**config.mk**
```make
export PLATFORM = sky130hd
export DESIGN_NAME = doc_uart_streamer
export DESIGN_NICKNAME = d
export VERILOG_FILES = /design/src/rtl/doc_uart_pkg.sv /design/src/rtl/uart_tx_frame.sv /design/src/rtl/doc_uart_streamer.sv
export SDC_FILE = /design/constraint.sdc
export NUM_CORES = 1
export LEC_CHECK = 0
export BUFFER_PORTS_ARGS = -buffer_cell sky130_fd_sc_hd__buf_4
export CORE_MARGIN = 4
export CORE_UTILIZATION = 54
export DETAILED_ROUTE_END_ITERATION = 8
export HOLD_SLACK_MARGIN = 0.12
export PLACE_DENSITY = 0.88
export SLEW_MARGIN = 20
export SYNTH_ARGS = -nofsm -noshare
export SYNTH_HDL_FRONTEND = slang
export SYNTH_HIERARCHICAL = 1
export SYNTH_SLANG_ARGS = --single-unit
export TNS_END_PERCENT = 5
```
**constraint.sdc**
```tcl
create_clock -name clk -period 2.6 [get_ports clk]
set_input_delay 0.13 -clock clk [delete_from_list [all_inputs] [get_ports clk]]
set_output_delay 0.13 -clock clk [all_outputs]
set_load 0.02 [all_outputs]
```
**src/rtl/doc_uart_pkg.sv**
```systemverilog
`default_nettype none
// +----------------------------------------------------------------------------+
// | Package    : doc_uart_pkg                                                  |
// | Description: Shared state encoding, character constants and byte helpers   |
// |              for the document UART streamer.                               |
// | Revision   : 1.0 - initial release                                         |
// +----------------------------------------------------------------------------+
package doc_uart_pkg;

   typedef enum logic [2:0] {
      ST_IDLE    = 3'd0,
      ST_SCAN    = 3'd1,
      ST_FETCH   = 3'd2,
      ST_FRAME   = 3'd3,
      ST_EOL     = 3'd4,
      ST_NEXTROW = 3'd5,
      ST_DONE    = 3'd6
   } state_t;

   localparam logic [7:0] CHR_SPACE = 8'h20;
   localparam logic [7:0] CHR_QMARK = 8'h3F;
   localparam logic [7:0] CHR_CR    = 8'h0D;
   localparam logic [7:0] CHR_LF    = 8'h0A;

   // NUL renders as a space; anything else outside printable ASCII becomes '?'.
   function automatic logic [7:0] sanitize(input logic [7:0] b);
      logic [7:0] r;
      if (b == 8'h00) begin
         r = CHR_SPACE;
      end else if ((b < 8'h20) || (b > 8'h7E)) begin
         r = CHR_QMARK;
      end else begin
         r = b;
      end
      return r;
   endfunction

   // Blank cells are the ones trimmed from the end of a row.
   function automatic logic is_blank(input logic [7:0] b);
      return (b == 8'h00) || (b == CHR_SPACE);
   endfunction

endpackage
`default_nettype wire

```
**src/rtl/uart_tx_frame.sv**
```systemverilog
`default_nettype none
// +----------------------------------------------------------------------------+
// | Module     : uart_tx_frame                                                 |
// | Description: 8N1 frame serialiser. Each bit is held DIV clocks. ready is   |
// |              also raised during the final stop-bit clock so a new frame    |
// |              can follow back to back.                                      |
// | Revision   : 1.0 - initial release                                         |
// +----------------------------------------------------------------------------+
module uart_tx_frame #(
   parameter int DIV = 16
) (
   input  logic       clk,
   input  logic       rst,
   input  logic       start,
   input  logic [7:0] data,
   output logic       tx,
   output logic       ready
);

   localparam int              CNT_W     = $clog2(DIV);
   localparam logic [CNT_W-1:0] BAUD_LAST = CNT_W'(DIV - 1);

   logic             active_q, active_d;
   logic [CNT_W-1:0] baud_q,   baud_d;
   logic [3:0]       bit_q,    bit_d;
   logic [9:0]       shift_q,  shift_d;
   logic             last_tick;

   // Baud/bit counting and frame shift register next-state.
   always_comb begin
      active_d  = active_q;
      baud_d    = baud_q;
      bit_d     = bit_q;
      shift_d   = shift_q;
      last_tick = active_q && (baud_q == BAUD_LAST) && (bit_q == 4'd9);
      ready     = !active_q || last_tick;
      tx        = active_q ? shift_q[0] : 1'b1;

      if (start && ready) begin
         active_d = 1'b1;
         baud_d   = '0;
         bit_d    = 4'd0;
         shift_d  = {1'b1, data, 1'b0};
      end else if (active_q) begin
         if (baud_q == BAUD_LAST) begin
            baud_d = '0;
            if (bit_q == 4'd9) begin
               active_d = 1'b0;
            end else begin
               bit_d   = bit_q + 4'd1;
               shift_d = {1'b1, shift_q[9:1]};
            end
         end else begin
            baud_d = baud_q + 1'b1;
         end
      end
   end

   // Frame state registers with synchronous active-low reset.
   always_ff @(posedge clk) begin
      if (!rst) begin
         active_q <= 1'b0;
         baud_q   <= '0;
         bit_q    <= 4'd0;
         shift_q  <= '1;
      end else begin
         active_q <= active_d;
         baud_q   <= baud_d;
         bit_q    <= bit_d;
         shift_q  <= shift_d;
      end
   end

endmodule
`default_nettype wire

```
**src/rtl/doc_uart_streamer.sv**
```systemverilog
`default_nettype none
// +----------------------------------------------------------------------------+
// | Module     : doc_uart_streamer                                             |
// | Description: Walks the document RAM row by row and sends it over 8N1 UART, |
// |              with trailing-blank trimming, configurable end-of-line,       |
// |              non-printable substitution and graceful abort.                |
// | Revision   : 1.0 - initial release                                         |
// +----------------------------------------------------------------------------+
module doc_uart_streamer #(
   parameter int CLK_HZ   = 100000000,
   parameter int BAUD     = 9600,
   parameter int COLS     = 20,
   parameter int ROWS     = 15,
   parameter int COL_W    = 5,
   parameter int ADDR_W   = 9,
   parameter int TRIM     = 1,
   parameter int EOL_MODE = 2
) (
   input  logic              clk,
   input  logic              rst,
   input  logic              send,
   input  logic              abort,
   output logic              read_en,
   output logic [ADDR_W-1:0] read_addr,
   input  logic [7:0]        read_data,
   output logic              busy,
   output logic              done,
   output logic              tx
);

   import doc_uart_pkg::*;

   localparam int               DIV       = CLK_HZ / BAUD;
   localparam int               ROW_W     = ADDR_W - COL_W;
   localparam logic [COL_W-1:0] COL_LAST  = COL_W'(COLS - 1);
   localparam logic [ROW_W-1:0] ROW_LAST  = ROW_W'(ROWS - 1);
   localparam logic             EOL_LAST  = (EOL_MODE == 2);
   // Where a row goes once its visible bytes are out (or it was found empty).
   localparam state_t           AFTER_ROW = (EOL_MODE == 0) ? ST_NEXTROW : ST_EOL;

   state_t           state_q,  state_d;
   logic [ROW_W-1:0] row_q,    row_d;
   logic [COL_W-1:0] col_q,    col_d;
   logic [COL_W-1:0] last_q,   last_d;
   logic             eol_q,    eol_d;
   logic             in_eol_q, in_eol_d;
   logic             abort_q,  abort_d;

   logic             abort_now;
   logic             tx_start;
   logic [7:0]       tx_data;
   logic             tx_ready;

   uart_tx_frame #(
      .DIV   (DIV)
   ) u_frame (
      .clk   (clk),
      .rst   (rst),
      .start (tx_start),
      .data  (tx_data),
      .tx    (tx),
      .ready (tx_ready)
   );

   assign read_addr = {row_q, col_q};
   assign busy      = (state_q != ST_IDLE) && (state_q != ST_DONE);
   assign done      = (state_q == ST_DONE);

   // Row/column walk, trimming scan, EOL emission and abort handling.
   always_comb begin
      state_d   = state_q;
      row_d     = row_q;
      col_d     = col_q;
      last_d    = last_q;
      eol_d     = eol_q;
      in_eol_d  = in_eol_q;
      abort_d   = abort_q;
      read_en   = 1'b0;
      tx_start  = 1'b0;
      tx_data   = 8'h00;
      abort_now = abort || abort_q;

      if (abort && busy) begin
         abort_d = 1'b1;
      end

      case (state_q)
         ST_IDLE: begin
            abort_d = 1'b0;
            // A simultaneous abort cancels the request outright.
            if (send && !abort) begin
               row_d    = '0;
               eol_d    = 1'b0;
               in_eol_d = 1'b0;
               if (TRIM != 0) begin
                  col_d   = COL_LAST;
                  state_d = ST_SCAN;
               end else begin
                  col_d   = '0;
                  last_d  = COL_LAST;
                  state_d = ST_FETCH;
               end
            end
         end

         ST_SCAN: begin
            read_en = 1'b1;
            if (abort_now) begin
               state_d = ST_DONE;
            end else if (!is_blank(read_data)) begin
               last_d  = col_q;
               col_d   = '0;
               state_d = ST_FETCH;
            end else if (col_q == '0) begin
               // Whole row blank: nothing to fetch, but the EOL still goes out.
               state_d = AFTER_ROW;
            end else begin
               col_d = col_q - 1'b1;
            end
         end

         ST_FETCH: begin
            read_en = 1'b1;
            if (abort_now) begin
               state_d = ST_DONE;
            end else if (tx_ready) begin
               tx_start = 1'b1;
               tx_data  = sanitize(read_data);
               in_eol_d = 1'b0;
               state_d  = ST_FRAME;
            end
         end

         ST_EOL: begin
            if (abort_now) begin
               state_d = ST_DONE;
            end else if (tx_ready) begin
               tx_start = 1'b1;
               tx_data  = ((EOL_MODE == 2) && !eol_q) ? CHR_CR : CHR_LF;
               in_eol_d = 1'b1;
               state_d  = ST_FRAME;
            end
         end

         ST_FRAME: begin
            // tx_ready rises in the last stop-bit clock, so frames are never cut.
            if (tx_ready) begin
               if (abort_now) begin
                  state_d = ST_DONE;
               end else if (in_eol_q) begin
                  if (eol_q == EOL_LAST) begin
                     state_d = ST_NEXTROW;
                  end else begin
                     eol_d   = 1'b1;
                     state_d = ST_EOL;
                  end
               end else if (col_q < last_q) begin
                  col_d   = col_q + 1'b1;
                  state_d = ST_FETCH;
               end else begin
                  state_d = AFTER_ROW;
               end
            end
         end

         ST_NEXTROW: begin
            eol_d = 1'b0;
            if (abort_now || (row_q == ROW_LAST)) begin
               state_d = ST_DONE;
            end else begin
               row_d = row_q + 1'b1;
               if (TRIM != 0) begin
                  col_d   = COL_LAST;
                  state_d = ST_SCAN;
               end else begin
                  col_d   = '0;
                  last_d  = COL_LAST;
                  state_d = ST_FETCH;
               end
            end
         end

         ST_DONE: begin
            abort_d = 1'b0;
            state_d = ST_IDLE;
         end

         default: begin
            state_d = ST_IDLE;
         end
      endcase
   end

   // Streamer state registers with synchronous active-low reset.
   always_ff @(posedge clk) begin
      if (!rst) begin
         state_q  <= ST_IDLE;
         row_q    <= '0;
         col_q    <= '0;
         last_q   <= '0;
         eol_q    <= 1'b0;
         in_eol_q <= 1'b0;
         abort_q  <= 1'b0;
      end else begin
         state_q  <= state_d;
         row_q    <= row_d;
         col_q    <= col_d;
         last_q   <= last_d;
         eol_q    <= eol_d;
         in_eol_q <= in_eol_d;
         abort_q  <= abort_d;
      end
   end

endmodule
`default_nettype wire

```
# Word-level counts from Yosys, hierarchy flattened
# Cells that the tools add are included.
# op_classes
n_addsub	5
magnitude_cmp	3
eq_ne	27
n_mux	58
bitwise_logic	4
reduce_logical	35
# op_table
operator	n
$mux 5	9
$mux 3	12
$mux 9	4
$mux 8	4
$ne 2x2->1 const B	12
$pmux 5 s4	1
$mux 1	18
$mux 4	4
$pmux 8 s2	1
$pmux 3 s5	1
$add 14x1->14 const B	1
$eq 14x14->1 const B	1
$mux 14	1
$reduce_and 3->1	4
$eq 3x3->1 const B	3
$reduce_and 9->1	1
$reduce_bool 3->1	3
$add 4x1->4 const B	2
$eq 4x4->1 const B	2
$eq 8x6->1 const B	1
$gt 8x7->1 const B	1
$logic_not 8->1	1
$lt 8x6->1 const B	1
$pmux 4 s2	1
23 further kinds	43
# word_totals
reg_bits	48
output_inout_bits	13
word_cells	143

# Logic depth before layout (Yosys ltp)
# Gate-level depths: netlist (run 1).
# depth
ltp_word	10
mapped_depth	14

# Modules after synthesis
# The synthesis (run 1) kept the hierarchy.
# by_module_without_submodules
module	instances	cells_per_inst	area_per_inst_um2	seq_area_each_um2
doc_uart_streamer	1	217	1640.3	400.4
uart_tx_frame	1	140	1337.5	560.5

# Worst setup path before layout (run 1)
# Ideal clock, no wire load.
# synth_path
path_type	register -> register
from	register u_frame.baud_q[6]
to	register u_frame.baud_q[8]
setup_ps	115
arrival_ps	2627
t_required_ps	2485
slack_ps	-141
stages_incl_launch_ff	14
path_buffers	2
path_cell_list	dfxtp_1 -> nor4b_4 -> nand4_2 -> o21a_1 -> inv_1 -> nand2_1 -> or4b_1 -> clkbuf_1 -> nand2_1 -> nand4b_1 -> o211ai_2 -> or2_4 -> buf_6 -> nor2_1
# synth_via
elab_chain_len	9
# synth_lines
item	line	rtl
start: declaration	uart_tx_frame.sv:24	logic [CNT_W-1:0] baud_q, baud_d;
start signal: assignment	uart_tx_frame.sv:68	baud_q <= baud_d;
$eq 14x14->1	uart_tx_frame.sv:35	last_tick = active_q && (baud_q == BAUD_LAST) && (bit_q == 4'd9);
$logic_and 1x1->1 (2 in a row)	uart_tx_frame.sv:35	
$logic_or 1x1->1	uart_tx_frame.sv:36	ready = !active_q || last_tick;
named net tx_ready	doc_uart_streamer.sv:52	logic tx_ready;
$mux 1	doc_uart_streamer.sv:126, doc_uart_streamer.sv:137	
$mux 1	doc_uart_streamer.sv:124	if (abort_now) begin
$mux 1	--	
named net tx_start	doc_uart_streamer.sv:50	logic tx_start;
$logic_and 1x1->1	uart_tx_frame.sv:39	if (start && ready) begin
$reduce_or 2->1 (no line)	--	
# The timed path passes the listed nets, and every way through them passes these cells.
# A chain may end at the register's enable or synchronous reset.

# Worst setup path after layout (run 1)
# layout_path
from	register u_frame.baud_q[9]
to	register u_frame.baud_q[9]
# Same word-level chain as after synthesis.

==> impl_metrics.tcl, run 1 <==
set metrics [dict create \
    gp_congestion 0.886 \
    hold_violations 0 \
    drt_pass1_iterations 4 \
    synth-seq-cells 48 \
    cts_tree "done" \
    gr-total-overflow 0 \
    power_leakage_nw 1.30 \
    reg2reg_depth 12 \
    r2r_slack_ps -5 \
    clk_latency_ps 310 \
    cts_buffer_depth 2 \
    p_comb_share_pct 43.4 \
    layout_min_cycle_time_ps 2610 \
    worstSetupEndpointType "flop" \
    yosysSeqAreaShare_pct 32.3 \
    fin_area_um2 3470 \
    dieHeight_um 82.3 \
    hold_depth 2 \
    antenna_found_initial 0 \
    drive_gt1_share_pct 22.1 \
    p_int_mw 1.48 \
    slew_violations 0 \
    r2r-start "u_frame/baud_q[9]" \
    synthFlopType "dfxtp_1" \
    place_area_um2 3300 \
    start_util_pct 56.9 \
    clock_skew_ps 6.77 \
    power_density_nw_per_um2 713 \
    ctsRootBufferMaster "clkbuf_8" \
    synth_area_per_cell_um2 8.34 \
    htree_levels 2 \
    worstPathMaxFanout 7 \
    status "finished, violations left" \
    io_buffers 24 \
    grt_pass1_vias 2431 \
    dp_hpwl_mm 4.70 \
    coreArea_um2 5240 \
    rsz0062_at_grt "yes" \
    synth.distinct_cells 70 \
    fin_nets 418 \
    drc 0 \
    grt_max_degree 26 \
    clockPowerShare_pct 17.7 \
    synth_warnings 6 \
    hold_buffers 0 \
    switching_power_mw 0.989 \
    tns_ps -9.00 \
    die_area_um2 6770 \
    critical_path_class "reg2reg" \
    numCtsBuffers 5 \
    crit_required_ps 2800 \
    grt_pass1_wl_mm 10.9 \
    synth_edf_count 0 \
    viasPerCell 5.77 \
    wl_per_cell_um 14.0 \
    clkTransAtPathRegs_ps 90 \
    syn_nets 381 \
    core.rowCount 26 \
    layout_common_cells "48 x nor2_1, 46 x buf_4, 44 x dfxtp_1" \
    pwr-share-seq_pct 38.9 \
    swShare_pct 40.0 \
    finalSetupViolCount 4 \
    holdPathEnd "u_frame/shift_q[8]" \
    worstPathArrival_ps 2810 \
    async_flop_share_pct 0 \
    clock_sinks 48 \
    fin_crit_sh_pct 100 \
    hold_path_startpoint "rst" \
    startpoint_type "flop" \
    grt_usage_pct 20.2 \
    final_common_cell "nor2_1" \
    ir_worst_vdd_v 0.000616 \
    hold_path_class "in2reg" \
    first_iter_violations 198 \
    antenna_left 0 \
    wl_mm 6.51 \
    vias 2676 \
    postSynthCellCount 357 \
    violations "setup timing" \
    netlist_area_um2 2980 \
    fin_util_pct 66.2 \
    num_io_pins 25 \
    fin_ws_ps -5.37 \
    area_delta_synth_final_pct 16.4 \
    holdWs_ps 157 \
    die_w_um 82.3 \
    n_antenna_cell 0 \
    max_cap_violations 0 \
    r2r-end "u_frame/baud_q[9]" \
    max_clock_freq_mhz 384 \
]
## registers in the layout, indices dropped and copies added (netlist names)
name / flops
eol_q: 1
u_frame/bit_q: 4
u_frame/shift_q: 9
in_eol_q: 1
last_q: 5
col_q: 5
row_q: 4
state_q: 3
u_frame/active_q: 1
u_frame/baud_q: 14
abort_q: 1
## timing repair
item,4_1_cts,5_1_grt
pin swaps,0,6
buffers inserted,0,3
gates cloned,0,2
resized for setup,2,10
setup endpoints to repair,6,27
hold endpoints to repair,0,0
## critical path, stage by stage (launching register included)
cell	delay, ps
dfxtp_2	360
nor4b_4	330
nand4_2	150
o21a_1	210
inv_2	60
nand2_1	60
or4b_4	500
nand2_2	90
nand4b_1	140
buf_4	180
o211ai_4	180
or2_4	200
nor2_1	60
## logic make-up (layout without fill, tap and decap cells)
logic type,Yosys count,in the layout,share of synthesized area (%)
xor gates and xnor gates,19,19,5.59
adders and majority gates,12,12,5.04
AOI/OAI and AO/OA,72,72,17.0
DFF,48,48,32.3
buffers and inverters,30,66,4.87
muxes,13,13,4.37
and+or+nand+nor,162,163,30.8
other,1,1,0.126
## synth_stat cells, drive strengths merged, types with 2 or more instances
cell | count | area (um2)
inv | 12 | 45.0
dfxtp | 48 | 961
nor3b | 10 | 85.1
nand3b | 3 | 22.5
and2 | 4 | 27.5
o21a | 3 | 22.5
o221a | 2 | 22.5
ha | 12 | 150
a221oi | 2 | 17.5
xnor2 | 9 | 78.8
o21ai | 15 | 75.1
nor2b | 12 | 77.6
or2 | 2 | 15.0
and4 | 4 | 40.0
o22ai | 4 | 25.0
a2bb2oi | 2 | 17.5
a211oi | 3 | 27.5
clkbuf | 7 | 26.3
nand3 | 14 | 75.1
nor2 | 48 | 180
nor4 | 3 | 33.8
a31oi | 3 | 18.8
nand4 | 6 | 43.8
mux2i | 13 | 130
buf | 10 | 70.1
nand2 | 24 | 90.1
a21boi | 8 | 60.1
nor3 | 9 | 50.1
nand2b | 10 | 62.6
xor2 | 10 | 87.6
o31ai | 2 | 15.0
a21oi | 16 | 80.1
and3 | 7 | 43.8
## how the worst max path moves through the flow
stage / from / endpoint / slack (ps) / depth (start not counted)
floorplan: u_frame/baud_q[10] / u_frame/baud_q[10] / -70 / 13
global placement: u_frame/baud_q[9] / u_frame/shift_q[5] / 110 / 12
detailed placement: u_frame/baud_q[9] / u_frame/shift_q[5] / 6 / 12
CTS: u_frame/baud_q[10] / u_frame/shift_q[6] / -2 / 12
global route: u_frame/baud_q[9] / u_frame/baud_q[9] / -180 / 12
finish: u_frame/baud_q[9] / u_frame/baud_q[9] / -5 / 12
## power groups by stage
| stage | Clock (mW) | Sequential (mW) | Combinational (mW) |
|---|---|---|---|
| 3_3_place_gp | 0 | 0.968 | 1.01 |
| 5_1_grt | 0.477 | 0.978 | 1.18 |
| 2_1_floorplan | 0 | 0.950 | 0.759 |
| 3_5_place_dp | 0 | 0.974 | 1.03 |
| 6_report | 0.438 | 0.960 | 1.07 |
| 4_1_cts | 0.444 | 0.957 | 1.04 |
## metal layers
layer  up-vias  share of wire [%]  track usage (%)
li1       1337                  -                -
met1      1277                 47             25.4
met2        53                 48             34.4
met3         9                4.0             3.90
met4         0                1.2             6.64
met5         -                  0                0
## cell type report
| class | instances | area (um2) |
|---|---|---|
| well taps | 70 | 87.6 |
| repair buffers | 46 | 345 |
| multi-input cells | 280 | 1940 |
| inverters | 13 | 48.8 |
| clock inverters | 2 | 12.5 |
| flip-flops and latches | 48 | 966 |
| clock buffers | 5 | 68.8 |
| fillers | 424 | 1770 |
## per-stage QoR
stage | total power [mW] | setup WS (ps) | std cells
floorplan | 1.71 | -72.6 | 357
global placement | 1.97 | 107 | 452
detailed placement | 2.01 | 6.06 | 452
CTS | 2.44 | -2.29 | 459
global route | 2.64 | -175 | 464
finish | 2.47 | -5.37 | 464
(Power assumes the default switching activity.)
==> inputs of run 2 (changes only) <==
--- a/config.mk
+++ b/config.mk
@@ -5,12 +5,13 @@
 export SDC_FILE = /design/constraint.sdc
 export NUM_CORES = 1
 export LEC_CHECK = 0
+export ABC_AREA = 1
 export BUFFER_PORTS_ARGS = -buffer_cell sky130_fd_sc_hd__buf_4
 export CORE_MARGIN = 4
-export CORE_UTILIZATION = 54
+export CORE_UTILIZATION = 55
 export DETAILED_ROUTE_END_ITERATION = 8
 export HOLD_SLACK_MARGIN = 0.12
-export PLACE_DENSITY = 0.88
+export PLACE_DENSITY = 0.89
 export SLEW_MARGIN = 20
 export SYNTH_ARGS = -nofsm -noshare
 export SYNTH_HDL_FRONTEND = slang
==> run 2 against run 1 <==
Compared with the run above:
- power is 28% higher
- wire length is 12% higher
- sequential share of layout area is 1.7 points lower
- the run now ends clean
- register-to-register slack better by 300 ps
- non-clock buffer count is 19 lower
- utilization is 4.1 points lower
- critical path type unchanged
- first-iteration DRC count is 22% lower
- maximum frequency is 13% higher
- sequential cell count stayed put
- sequential power is 9% higher
- critical path depth is 1 higher
- clock skew is 1.9 ps higher
==> impl_metrics.tcl, run 2 <==
set metrics [dict create \
    first_iter_violations 155 \
    io_buffers 24 \
    largestRegisters "u_frame/baud_q x14, u_frame/shift_q x9" \
    coreArea_um2 5920 \
    clock_sinks 48 \
    switching_power_mw 1.41 \
    max_cap_violations 0 \
    start_util_pct 56.6 \
    synth_area_per_cell_um2 6.79 \
    startpoint_type "flop" \
    netlist_area_um2 3350 \
    core.rowCount 28 \
    power_density_nw_per_um2 863 \
    dp_hpwl_mm 5.49 \
    synthFlopType "dfxtp_1" \
    synth_top_area_cell "dfxtp_1" \
    ctsRootBufferMaster "clkbuf_8" \
    clock_skew_ps 8.66 \
    place_ws_ps 307 \
    layout_common_cells "124 x nand2_1, 64 x nor2_1, 53 x inv_1" \
    swShare_pct 44.3 \
    max_stage_delay_ps 410 \
    grt_usage_pct 21.4 \
    area_delta_synth_final_pct 9.79 \
    ys_top_cells_by_area "dfxtp_1 29%, nand2_1 14%, nor2_1 7.2%" \
    yosysSeqAreaShare_pct 28.7 \
    synth-seq-cells 48 \
    crit_required_ps 2780 \
    clockPowerShare_pct 18.3 \
    drc 0 \
    p_comb_share_pct 48.8 \
    pwr-share-seq_pct 32.9 \
    fillers 524 \
    critical_path_class "reg2reg" \
    tightest_slew_ps 589 \
    worstPathMaxFanout 16 \
    fin_crit_sh_pct 88.5 \
    syn_nets 517 \
    htree_levels 2 \
    grt_pass1_wl_mm 13.1 \
    multi_input_area_um2 2060 \
    hold_path_class "in2reg" \
    antenna_found_initial 0 \
    power_leakage_nw 1.67 \
    final_common_cell "nand2_1" \
    status "completed" \
    fin_ws_ps 298 \
    max_clock_freq_mhz 434 \
    drive_gt1_share_pct 18.0 \
    die_w_um 86.0 \
    yosysMostFrequentCell "nand2_1" \
    cts_tree "done" \
    synth_top_area_share_pct 28.7 \
    grt_max_degree 27 \
    drt_pass1_iterations 6 \
    crit_slowest_cell "dfxtp_1" \
    antenna_left 0 \
    clk_latency_ps 310 \
    async_flop_share_pct 0 \
    die_area_um2 7400 \
    largest_reg_flops 14 \
    numCtsBuffers 5 \
    gp_congestion 0.913 \
    finalSetupViolCount 0 \
    postSynthCellCount 493 \
    viasPerCell 5.29 \
    dieHeight_um 86.0 \
    vias 3127 \
    slew_headroom_pct 60.7 \
    gr-total-overflow 0 \
    clkTransAtPathRegs_ps 100 \
    worstSetupEndpointType "flop" \
    regMostFlops "u_frame/baud_q" \
    cts_buffer_depth 2 \
    path_cells "ha_1 -> nand2_1 -> nor2_1 -> nand3_1 -> nand2_2 -> inv_1 -> nor2_1 -> inv_1 -> nor2_1 -> nand2_2 -> buf_4 -> nand3_2 -> nand3_2" \
    hold_violations 0 \
    synthTopCellsByCount "125 x nand2_1, 64 x nor2_1, 53 x inv_1, 48 x dfxtp_1, 40 x nand3_1" \
    grt_pass1_vias 3068 \
    layout_min_cycle_time_ps 2300 \
    synth.distinct_cells 35 \
    wl_per_cell_um 12.4 \
    fin_nets 539 \
    synth_edf_count 0 \
    slew_violations 0 \
    p_int_mw 1.77 \
    ir_worst_vdd_v 0.000576 \
    tns_ps 0 \
    worstPathArrival_ps 2480 \
    seqCellArea_um2 961 \
    synth_warnings 6 \
    wl_mm 7.31 \
    num_io_pins 25 \
    rsz0062_at_grt "no" \
    crit_path_frequent_cell "nor2_1" \
    n_antenna_cell 0 \
]
## run 2: cell types whose count changed after synthesis, sizes merged, moves of 10 or more
cell    before  now
nand2       24  132
inv         12   61
nor3b       10    0
mux2i       13    0
nor2b       12    0
nand3       14   64
nor2        48   78
nand2b      10    0
## run 2: logic make-up after synthesis
kind of cell / after synthesis / synth area share, %
AO/OA/AOI/OAI: 43 / 6.88
XOR/XNOR: 16 / 4.19
buffers and inverters: 74 / 9.72
AND/OR/NAND/NOR: 299 / 45.9
flip-flops: 48 / 28.7
other: 1 / 0.112
adder cells (fa/ha/maj): 12 / 4.48
## run 2: per-layer routing
metal / share of wire (%) / GRT usage [%] / up-vias
li1: - / - / 1614
met1: 43 / 24.9 / 1437
met2: 52 / 39.1 / 68
met3: 3.6 / 3.94 / 8
met4: 1.1 / 6.76 / 0
met5: 0 / 0 / -
## run 2: cell type report
| cell class | instances | area share, % |
|---|---|---|
| clock buffers | 6 | 2.25 |
| clock inverters | 2 | 1.06 |
| inverters | 62 | 6.33 |
| multi-input cells | 371 | 56.2 |
| flip-flops and latches | 48 | 26.1 |
| well taps | 75 | 2.55 |
| repair buffers | 27 | 5.51 |
## run 2: worst max-delay path, delay by kind of cell (launching register included)
family        cells  cell delay (ps)
fa+ha+maj         1              180
simple gates      9             1150
flops             1              410
buf+inv           3              430
## run 2: stage by stage
step / power [mW] / util, % / cell area [um2] / hold slack [ps] / instances
detailed placement: 2.59 / 60.0 / 3550 / 455 / 583
CTS: 3.18 / 62.0 / 3670 / 140 / 591
global placement: 2.53 / 60.0 / 3550 / 437 / 583
floorplan: 2.24 / - / 3350 / 272 / 493
finish: 3.17 / 62.1 / 3680 / 138 / 591
global route: 3.44 / 62.1 / 3680 / 159 / 591
## run 2: final timing paths
check | from | end | slack [ps] | cells after the start
min | abort | abort_q | 140 | 3
max | u_frame/bit_q[0] | u_frame/shift_q[1] | 300 | 13
min reg2reg | last_q[3] | last_q[3] | 470 | 2
max reg2reg | u_frame/bit_q[0] | u_frame/shift_q[1] | 300 | 13
## run 2: power groups by stage
stage	Sequential (mW)	Clock, mW	Combinational, mW
finish	1.05	0.580	1.55
global route	1.07	0.617	1.76
CTS	1.04	0.586	1.55
detailed placement	1.06	0	1.53
global placement	1.05	0	1.48
floorplan	1.04	0	1.20
## run 2: what timing repair did
item / in CTS / in global routing
setup buffers: 0 / 0
setup endpoints to repair: 0 / 5
resized for setup: 0 / 1
hold buffers: 0 / 0
